[config.mk]
export PLATFORM = sky130hd
export DESIGN_NAME = div32b_iter
export DESIGN_NICKNAME = d
export VERILOG_FILES = /design/src/rtl/div32b_iter.sv
export SDC_FILE = /design/constraint.sdc
export NUM_CORES = 1
export LEC_CHECK = 0
export ABC_AREA = 1
export CORE_MARGIN = 4
export CORE_UTILIZATION = 57
export CTS_CLUSTER_SIZE = 14
export DETAILED_ROUTE_END_ITERATION = 16
export PLACE_DENSITY = 0.87
export SYNTH_ARGS = -nofsm -noshare
export SYNTH_HDL_FRONTEND = slang
export SYNTH_SLANG_ARGS = --single-unit
export TNS_END_PERCENT = 100
[constraint.sdc]
create_clock -name i_clk -period 4.9 [get_ports i_clk]
set_input_delay 0.98 -clock i_clk [delete_from_list [all_inputs] [get_ports i_clk]]
set_output_delay 0.98 -clock i_clk [all_outputs]
set_load 0.01 [all_outputs]
[src/rtl/div32b_iter.sv]
// rtl/div32b_iter.sv - iterative radix-2 restoring divider for RV32M DIV/DIVU/REM/REMU
`timescale 1ns/1ps

module div32b_iter (
  input  logic        i_clk,
  input  logic        i_rst,
  input  logic        i_flush,
  input  logic        i_valid,
  input  logic [1:0]  i_op,
  input  logic [31:0] i_src1,
  input  logic [31:0] i_src2,
  output logic        o_ready,
  output logic        o_valid,
  output logic [31:0] o_result
);

  localparam logic [1:0] ST_IDLE = 2'd0;
  localparam logic [1:0] ST_CALC = 2'd1;
  localparam logic [1:0] ST_FIX  = 2'd2;
  localparam logic [1:0] ST_DONE = 2'd3;

  logic [1:0]  state_q, state_d;
  logic [4:0]  cnt_q, cnt_d;
  logic [31:0] rem_q, rem_d;        // partial remainder (always < divisor)
  logic [31:0] dvd_q, dvd_d;        // dividend shifts out, quotient shifts in
  logic [31:0] dvs_q, dvs_d;
  logic        op_rem_q, op_rem_d;
  logic        negq_q, negq_d;
  logic        negr_q, negr_d;
  logic [31:0] result_q, result_d;

  // Accept-time operand conditioning: magnitudes for signed ops, special-case detection.
  // |0x80000000| stays 0x80000000 and is simply treated as unsigned.
  logic        signed_op, s1_neg, s2_neg, div_zero, overflow;
  logic [31:0] abs1, abs2;
  assign signed_op = ~i_op[0];
  assign s1_neg    = signed_op & i_src1[31];
  assign s2_neg    = signed_op & i_src2[31];
  assign abs1      = s1_neg ? (~i_src1 + 32'd1) : i_src1;
  assign abs2      = s2_neg ? (~i_src2 + 32'd1) : i_src2;
  assign div_zero  = (i_src2 == 32'd0);
  assign overflow  = signed_op && (i_src1 == 32'h8000_0000) && (i_src2 == 32'hFFFF_FFFF);

  // 33-bit shifted remainder so the trial-subtract borrow lands in bit 32.
  logic [32:0] shifted, trial;
  assign shifted = {rem_q, dvd_q[31]};
  assign trial   = shifted - {1'b0, dvs_q};

  // Next-state logic for the control FSM and datapath registers.
  always_comb begin
    state_d  = state_q;
    cnt_d    = cnt_q;
    rem_d    = rem_q;
    dvd_d    = dvd_q;
    dvs_d    = dvs_q;
    op_rem_d = op_rem_q;
    negq_d   = negq_q;
    negr_d   = negr_q;
    result_d = result_q;
    case (state_q)
      ST_IDLE: begin
        if (i_valid) begin
          op_rem_d = i_op[1];
          dvd_d    = abs1;
          dvs_d    = abs2;
          negq_d   = s1_neg ^ s2_neg;
          negr_d   = s1_neg;
          rem_d    = 32'd0;
          cnt_d    = 5'd0;
          if (div_zero) begin
            result_d = i_op[1] ? i_src1 : 32'hFFFF_FFFF;
            state_d  = ST_DONE;
          end else if (overflow) begin
            result_d = i_op[1] ? 32'd0 : 32'h8000_0000;
            state_d  = ST_DONE;
          end else begin
            state_d  = ST_CALC;
          end
        end
      end
      ST_CALC: begin
        rem_d = trial[32] ? shifted[31:0] : trial[31:0];
        dvd_d = {dvd_q[30:0], ~trial[32]};
        cnt_d = cnt_q + 5'd1;
        if (cnt_q == 5'd31) state_d = ST_FIX;
      end
      ST_FIX: begin
        if (op_rem_q) result_d = negr_q ? (~rem_q + 32'd1) : rem_q;
        else          result_d = negq_q ? (~dvd_q + 32'd1) : dvd_q;
        state_d = ST_DONE;
      end
      ST_DONE: state_d = ST_IDLE;
      default: state_d = ST_IDLE;
    endcase
    // Flush overrides everything, including a same-cycle request or FIX load.
    if (i_flush) begin
      state_d  = ST_IDLE;
      cnt_d    = 5'd0;
      result_d = result_q;
    end
  end

  // State registers with synchronous active-high reset.
  always_ff @(posedge i_clk) begin
    if (i_rst) begin
      state_q  <= ST_IDLE;
      cnt_q    <= 5'd0;
      rem_q    <= 32'd0;
      dvd_q    <= 32'd0;
      dvs_q    <= 32'd0;
      op_rem_q <= 1'b0;
      negq_q   <= 1'b0;
      negr_q   <= 1'b0;
      result_q <= 32'd0;
    end else begin
      state_q  <= state_d;
      cnt_q    <= cnt_d;
      rem_q    <= rem_d;
      dvd_q    <= dvd_d;
      dvs_q    <= dvs_d;
      op_rem_q <= op_rem_d;
      negq_q   <= negq_d;
      negr_q   <= negr_d;
      result_q <= result_d;
    end
  end

  assign o_ready  = (state_q == ST_IDLE);
  assign o_valid  = (state_q == ST_DONE);
  assign o_result = result_q;

endmodule

==> impl_metrics.ini <==
[placement]
port-buffer-count = 103
hpwl_um = 33400
place_inst = 2569
gp_congestion = 1.01

[hold_path]
whs_path_depth = 2
min_from = o_result[21]
whs_endpoint = o_result[21]
hp-class = flip-flop to flip-flop

[routing]
drtIter0Drc = 1759
drc = 0
vias_per_cell = 5.77
ant_nets = 0
dr.pass1.iters = 6
vias = 15000
drt-total-wl_um = 42900
wl_per_cell_um = 16.5

[timing]
slew_headroom = 0.228
hold_viol = 0
period_share = 0.749
worst_pin_slew_ps = 1160
grt_setup_unrepaired = false
timing.fmax_mhz = 272
setup_tns_ps = 0
period_needed_ps = 3670
finClkSkew_ps = 16.5
slew_violations = 0
finalSetupViolations = 0

[critical_path]
crit_required_ps = 5250
critPathCaptureType = flip-flop
r2r_slack_ps = 1470
crit_path_start_kind = input port
startpoint = i_src1[1]
r2r-start = dvd_q[31]
timing.rr.end = rem_q[18]
worstPathMaxFanout = 34
reg2reg_depth = 17
crit_type = input port to flip-flop
worst_ep_arrival_time_ps = 4020

[die]
rows = 54
core_area_um2 = 21800
die_x_um = 157
dieArea_um2 = 24500
pin_count = 104
die_h_um = 157
initial_core_util = 0.578

[final_layout]
num_antenna_cells = 0
layout_common_cells = nand2_1 (643), inv_1 (324), nand3_1 (231), nor2_1 (221), a21oi_1 (219)
final_layout_size_suffix_gt1_frac = 0.0289
stdcell_count = 2601
area.sequential_um2 = 2760
num-fill-cells = 2129
multiInputGateArea_um2 = 8240
final_common_cell = nand2_1
syn_to_final_growth_pct = 13.5
nNetsFinal = 2422

[clock_tree]
root_buffer = clkbuf_16
clockBufferDepth = 2
cts_max_level = 4
clock-sinks = 138
clock_latency_ps = 440
postCtsResizedCells = 0
post_cts_buffers = 0
ctsHoldBuffers = 0
cts-buffers-inserted = 17
clk_pin_slew_ps = 60
cts_tree = done

[global_routing]
grt_first_pass_wirelength_um = 68000
track_usage = 0.342
grt_pass1_vias = 13400
grt_max_degree = 91
grt-ovfl-total = 0
antenna_found_initial = 0

[power_and_ir_drop]
p_comb_frac = 0.269
powerDensity_nw_per_um2 = 239
clockPowerShare = 0.369
p_sw_w = 0.00126
power_leakage_nw = 6.90
p_seq_frac = 0.362
p_sw_frac = 0.369
p_int_w = 0.00215
peakVddDrop_mv = 0.164

[synth]
yosysWarnings = 0
synth_seq_cells = 138
synth_edf_count = 0
synthCells = 2253
syn_area_um2 = 12600
synth_area_per_cell_um2 = 5.58
synth_fp_nets = 2367
ys_seq_area_frac = 0.220
synthArstFlopShare = 0
ys_types = 41
ys.flop_type = dfxtp_1

[outcome]
outcome = complete, no violations

[run]
cap_violations = 0
[synth_stat cells (all sizes together), types with 23 or more instances]
| master | number | area [µm²] |
|---|---|---|
| dfxtp | 138 | 2760 |
| inv | 326 | 1220 |
| nor2 | 226 | 863 |
| nand2 | 648 | 2440 |
| buf | 23 | 124 |
| nand4 | 39 | 250 |
| clkbuf | 58 | 218 |
| nand3 | 231 | 1160 |
| xor2 | 42 | 368 |
| ha | 43 | 538 |
| nor3 | 26 | 135 |
| o21ai | 150 | 751 |
| a21oi | 221 | 1120 |
[worst max path at each step]
stage	end	slack [ps]	depth (start not counted)
4_1_cts	o_result[28]	1370	13
2_1_floorplan	o_result[20]	2400	12
5_1_grt	o_result[26]	980	13
3_3_place_gp	o_result[24]	1000	13
3_5_place_dp	o_result[28]	930	13
6_report	o_result[28]	1230	13
[state kept, by name, indices dropped and copies added, names as in the netlist]
| name | count |
|---|---|
| negr_q | 1 |
| cnt_q | 5 |
| negq_q | 1 |
| op_rem_q | 1 |
| state_q | 2 |
| dvs_q | 32 |
| dvd_q | 32 |
| rem_q | 32 |
| o_result | 32 |
[cells by family after synthesis]
logic type                 Yosys count  share of synthesized area
AOI/OAI and AO/OA                  411                      0.172
xor gates and xnor gates            58                     0.0404
adders and majority gates           44                     0.0444
buffers and inverters              410                      0.125
DFF                                138                      0.220
and+or+nand+nor                   1192                      0.398
[per-layer routing]
metal,GRT usage,share of wire
met5,0,0
met2,0.532,0.44
met1,0.489,0.44
met3,0.0429,0.093
met4,0.118,0.033
[through the flow]
step	power (W)	worst slack, ps	hold WS [ps]	util	cell area (µm²)
3_5_place_dp	0.00215	935	464	0.630	13700
4_1_cts	0.00339	1370	474	0.656	14300
6_report	0.00341	1230	475	0.656	14300
5_1_grt	0.00357	975	504	0.656	14300
3_3_place_gp	0.00214	1000	455	0.630	13700
2_1_floorplan	0.00184	2400	445	-	12600
[area by class of cell]
class / count / share of cell area
sequential: 138 / 0.194
clock buffer: 18 / 0.0301
inverter: 329 / 0.0865
clock inverter: 14 / 0.00877
tap: 280 / 0.0246
timing repair buffer: 117 / 0.0793
multi-input combinational: 1705 / 0.577
[worst max-delay path: stages]
cell	delay [ps]
clkdlybuf4s50_1	450
inv_1	90
ha_1	160
nand3_1	180
nor2_1	250
nand2_1	120
nor2_1	300
nand3_1	200
a21oi_4	700
nand2_2	200
nor2_1	170
nand2_1	60
a21oi_1	130
[power groups by stage]
stage                     Clock, W  Sequential (W)  Combinational, W
final                      0.00126         0.00124          0.000918
after global routing       0.00131         0.00124           0.00102
after CTS                  0.00126         0.00123          0.000897
after detailed placement         0         0.00126          0.000888
after global placement           0         0.00126          0.000878
after floorplan                  0         0.00124          0.000604
No activity file was read; power rests on OpenSTA's default activity.
==> edit 1: new RTL, config.mk and constraints unchanged <==
Reset style: asynchronous (`i_rst`), changed in one clocked block. Comments in the files are not updated.
--- a/src/rtl/div32b_iter.sv
+++ b/src/rtl/div32b_iter.sv
@@ -102,5 +102,5 @@
 
   // State registers with synchronous active-high reset.
-  always_ff @(posedge i_clk) begin
+  always_ff @(posedge i_clk or posedge i_rst) begin
     if (i_rst) begin
       state_q  <= ST_IDLE;
Check against the original RTL: differs if i_rst is asserted again (counterexample within 4 cycles, from zero or initial values and one cycle with i_rst high); with i_rst held inactive, the same outputs for 10 cycles.
==> edit 1 against the unedited design <==
Largest cell class unchanged. Worst setup slack improved by 0.14 ns. Wire length rose by 1.7%. Worst hold slack improved by 0.015 ns. Sequential cell count did not move. Final area rose by 6.1%. Via count barely moved. Sequential share of layout area rose by 3.5 points. Clock skew rose by 0.00084 ns. Area after synthesis rose by 6.3%. Maximum frequency rose by 3.9%.
Power is not compared: it rests on default switching activity, and its combinational part moved more than twofold at a synthesized area within 25%.
==> edit 1: results <==
[outcome]
status = "completed"

[synthesis]
synth_common_cells = "nand2_1, inv_1, nand3_1"
async_flop_share_pct = 100
synth-seq-area-share_pct = 25.8

[global_routing]
grt_use_total_pct = 33.1
use_met1_pct = 47.5
grt_use_met2_pct = 51.2
grt_max_degree = 82

[cells_and_area]
clock_tree_area_fraction_pct = 3.97
layout-drive-gt1-share_pct = 5.81
buffer_area_share_pct = 7.59
final.fill_count = 2189
seq_area_um2 = 3450
num-nets-final = 2407
multi_input_gates = 1698
inverters_excl_clock = 321
clkbuf_count = 19

[routing]
vias_per_cell = 5.72
wl_met1_um = 19100

[hold_path]
min-delay-start = "o_result[2]"

[worst_setup_path]
r2r_slack_ns = 2.08
r2r_end = "rem_q[28]"
arrival_ns = 3.89

[placement]
dp.cells = 2587

[sta]
finClkSkew_ns = 0.0173
[edit 1: how the worst max path moves through the flow]
stage / start / to / slack, ns / cells past startpoint
5_1_grt: i_src2[0] / o_result[7] / 1.11 / 14
3_5_place_dp: i_src2[0] / o_result[7] / 1.01 / 14
2_1_floorplan: i_rst / cnt_q[0] / 0.22 / 1
4_1_cts: i_src2[0] / o_result[7] / 1.43 / 14
6_report: i_src2[0] / o_result[7] / 1.37 / 14
3_3_place_gp: i_src2[0] / o_result[7] / 1.05 / 14
[edit 1: worst max-delay path, stage by stage]
cell and delay [ns]:
clkdlybuf4s50_1 0.44, inv_1 0.11, ha_1 0.19, nand3_2 0.13, nor2_4 0.17, nand2_1 0.11
nor2_2 0.56, nor2_1 0.11, nand2_2 0.11, nand2_2 0.04, buf_4 0.26, inv_2 0.42
o21ai_0 0.16, nand2_1 0.08
[edit 1: kinds of logic after synthesis]
| family | synth area share, % |
|---|---|
| and+or+nand+nor | 42.8 |
| buffers and inverters | 11.9 |
| AOI/OAI and AO/OA | 12.0 |
| DFF | 25.8 |
| xor gates and xnor gates | 3.21 |
| adders and majority gates | 4.17 |
[edit 1: power groups by stage]
| stage | clock, W | combinational, W | sequential (W) |
|---|---|---|---|
| floorplan | 0 | 0.00321 | 0.00184 |
| CTS | 0.00134 | 0.00456 | 0.00190 |
| global placement | 0 | 0.00443 | 0.00190 |
| detailed placement | 0 | 0.00452 | 0.00191 |
| finish | 0.00133 | 0.00464 | 0.00192 |
| global route | 0.00139 | 0.00518 | 0.00196 |
[edit 1: metrics by stage]
stage          cell area, µm²  hold slack, ns
3_5_place_dp            14500           0.469
5_1_grt                 15100           0.514
3_3_place_gp            14500           0.468
6_report                15100           0.489
4_1_cts                 15100           0.490
2_1_floorplan           13400           0.449
==> edit 2: new RTL, same flow settings <==
Without the edit above. `result_q` no longer has a reset.
--- a/src/rtl/div32b_iter.sv
+++ b/src/rtl/div32b_iter.sv
@@ -112,5 +112,4 @@
       negq_q   <= 1'b0;
       negr_q   <= 1'b0;
-      result_q <= 32'd0;
     end else begin
       state_q  <= state_d;
@@ -122,6 +121,9 @@
       negq_q   <= negq_d;
       negr_q   <= negr_d;
-      result_q <= result_d;
     end
+  end
+
+  always_ff @(posedge i_clk) begin
+    result_q <= result_d;
   end
 
Function: changed (a bounded check fails within 4 cycles, from zero or initial values and one cycle with i_rst high).
==> edit 2 against the unedited design <==
Synthesized cell count fell by 1.4%. Clock skew fell by 0.0056 ns. Via count rose by 0.99%. Area after synthesis is 2.0% higher. Worst setup slack improved by 0.21 ns. Wire length rose by 9.7%. Final area increased by 3.2%. Total power is 11% higher. Sequential cell count stayed put. Register-to-register slack improved by 0.14 ns. Clock power is 21% higher. Highest routed layer unchanged.
==> edit 2: results <==
[cells_and_area]
clock_tree_area_fraction_pct = 4.70
layout-drive-gt1-share_pct = 4.01
final.fill_count = 2057
fin_area_um2 = 14700
clkbuf_count = 19
diodes = 1
inverters_excl_clock = 342
buffer_area_share_pct = 8.06
multi_input_area_um2 = 8120
num-nets-final = 2395
multi_input_gates = 1661
buffers = 121

[synthesis]
synth_common_cells = "nand2_1, inv_1, nand3_1"
yosysUniqueCellTypes = 49
synth-seq-area-share_pct = 24.0
synth_edf_count = 32
synth.area.top_cells = "nand2_1, dfxtp_1, inv_1"
syn_inst = 2221
synth_nets = 2335
syn_area_per_cell_um2 = 5.77

[global_routing]
grt_use_met2_pct = 55.1
use_met1_pct = 52.5
antenna_found_initial = 1
globalRouteMet3Util_pct = 10.7
grt_first_pass_wirelength_um = 72500
grt_pass1_vias = 13600
grt_max_degree = 80

[outcome]
status = "completed"

[worst_setup_path]
reg2reg_depth = 15
timing.rr.start = "rem_q[0]"
r2r_end = "rem_q[19]"
arrival_ns = 3.58
cp_slowest_cell = "nor3b_2"
r2r_slack_ns = 1.61
cp-startpoint = "i_src2[0]"
critPathMaxStageDelay_ns = 0.45
crit_end = "o_result[5]"
cp_max_fo = 28

[placement]
hpwl_um = 36500
postPlaceCellArea_um2 = 14000
dp.cells = 2542
pre_cts_ws_ns = 0.991

[hold_path]
min-delay-start = "cnt_q[4]"

[routing]
route.met2.wl_um = 19400
vias_per_cell = 5.88
wl_met3_um = 5780
routed_wl_um = 47000
drt_iter0_markers = 1909
drtPass1Iterations = 8
wl_met1_um = 20300
dr_total_vias = 15100

[sta]
finalSetupViolations = 0
maxSlewHeadroom_pct = 8.19
finClkSkew_ns = 0.0109
## edit 2: report_power, final
part | switching, W | internal, W | leakage [nW]
logic | 0.000663 | 0.000308 | 5.67
registers | 0.0000501 | 0.00122 | 1.13
clock network | 0.000544 | 0.000989 | 0.325
## edit 2: worst min-delay path by stage
stage	cells after the start	to	slack, ns
3_3_place_gp	2	cnt_q[4]	0.45
6_report	2	cnt_q[4]	0.48
2_1_floorplan	2	cnt_q[4]	0.44
5_1_grt	2	dvs_q[31]	0.50
3_5_place_dp	2	dvs_q[31]	0.48
4_1_cts	2	dvs_q[31]	0.48
## edit 2: kinds of logic (layout without fill, tap and decap cells)
kind of cell    after synthesis  count (layout)  synth area share [%]
buf+inv                     422             495                  12.7
other cells                   0               1                     0
simple gates               1142            1142                  37.7
fa+ha+maj                    44              44                  4.35
flops                       138             138                  24.0
compound gates              430             430                  18.1
xor+xnor                     45              45                  3.07
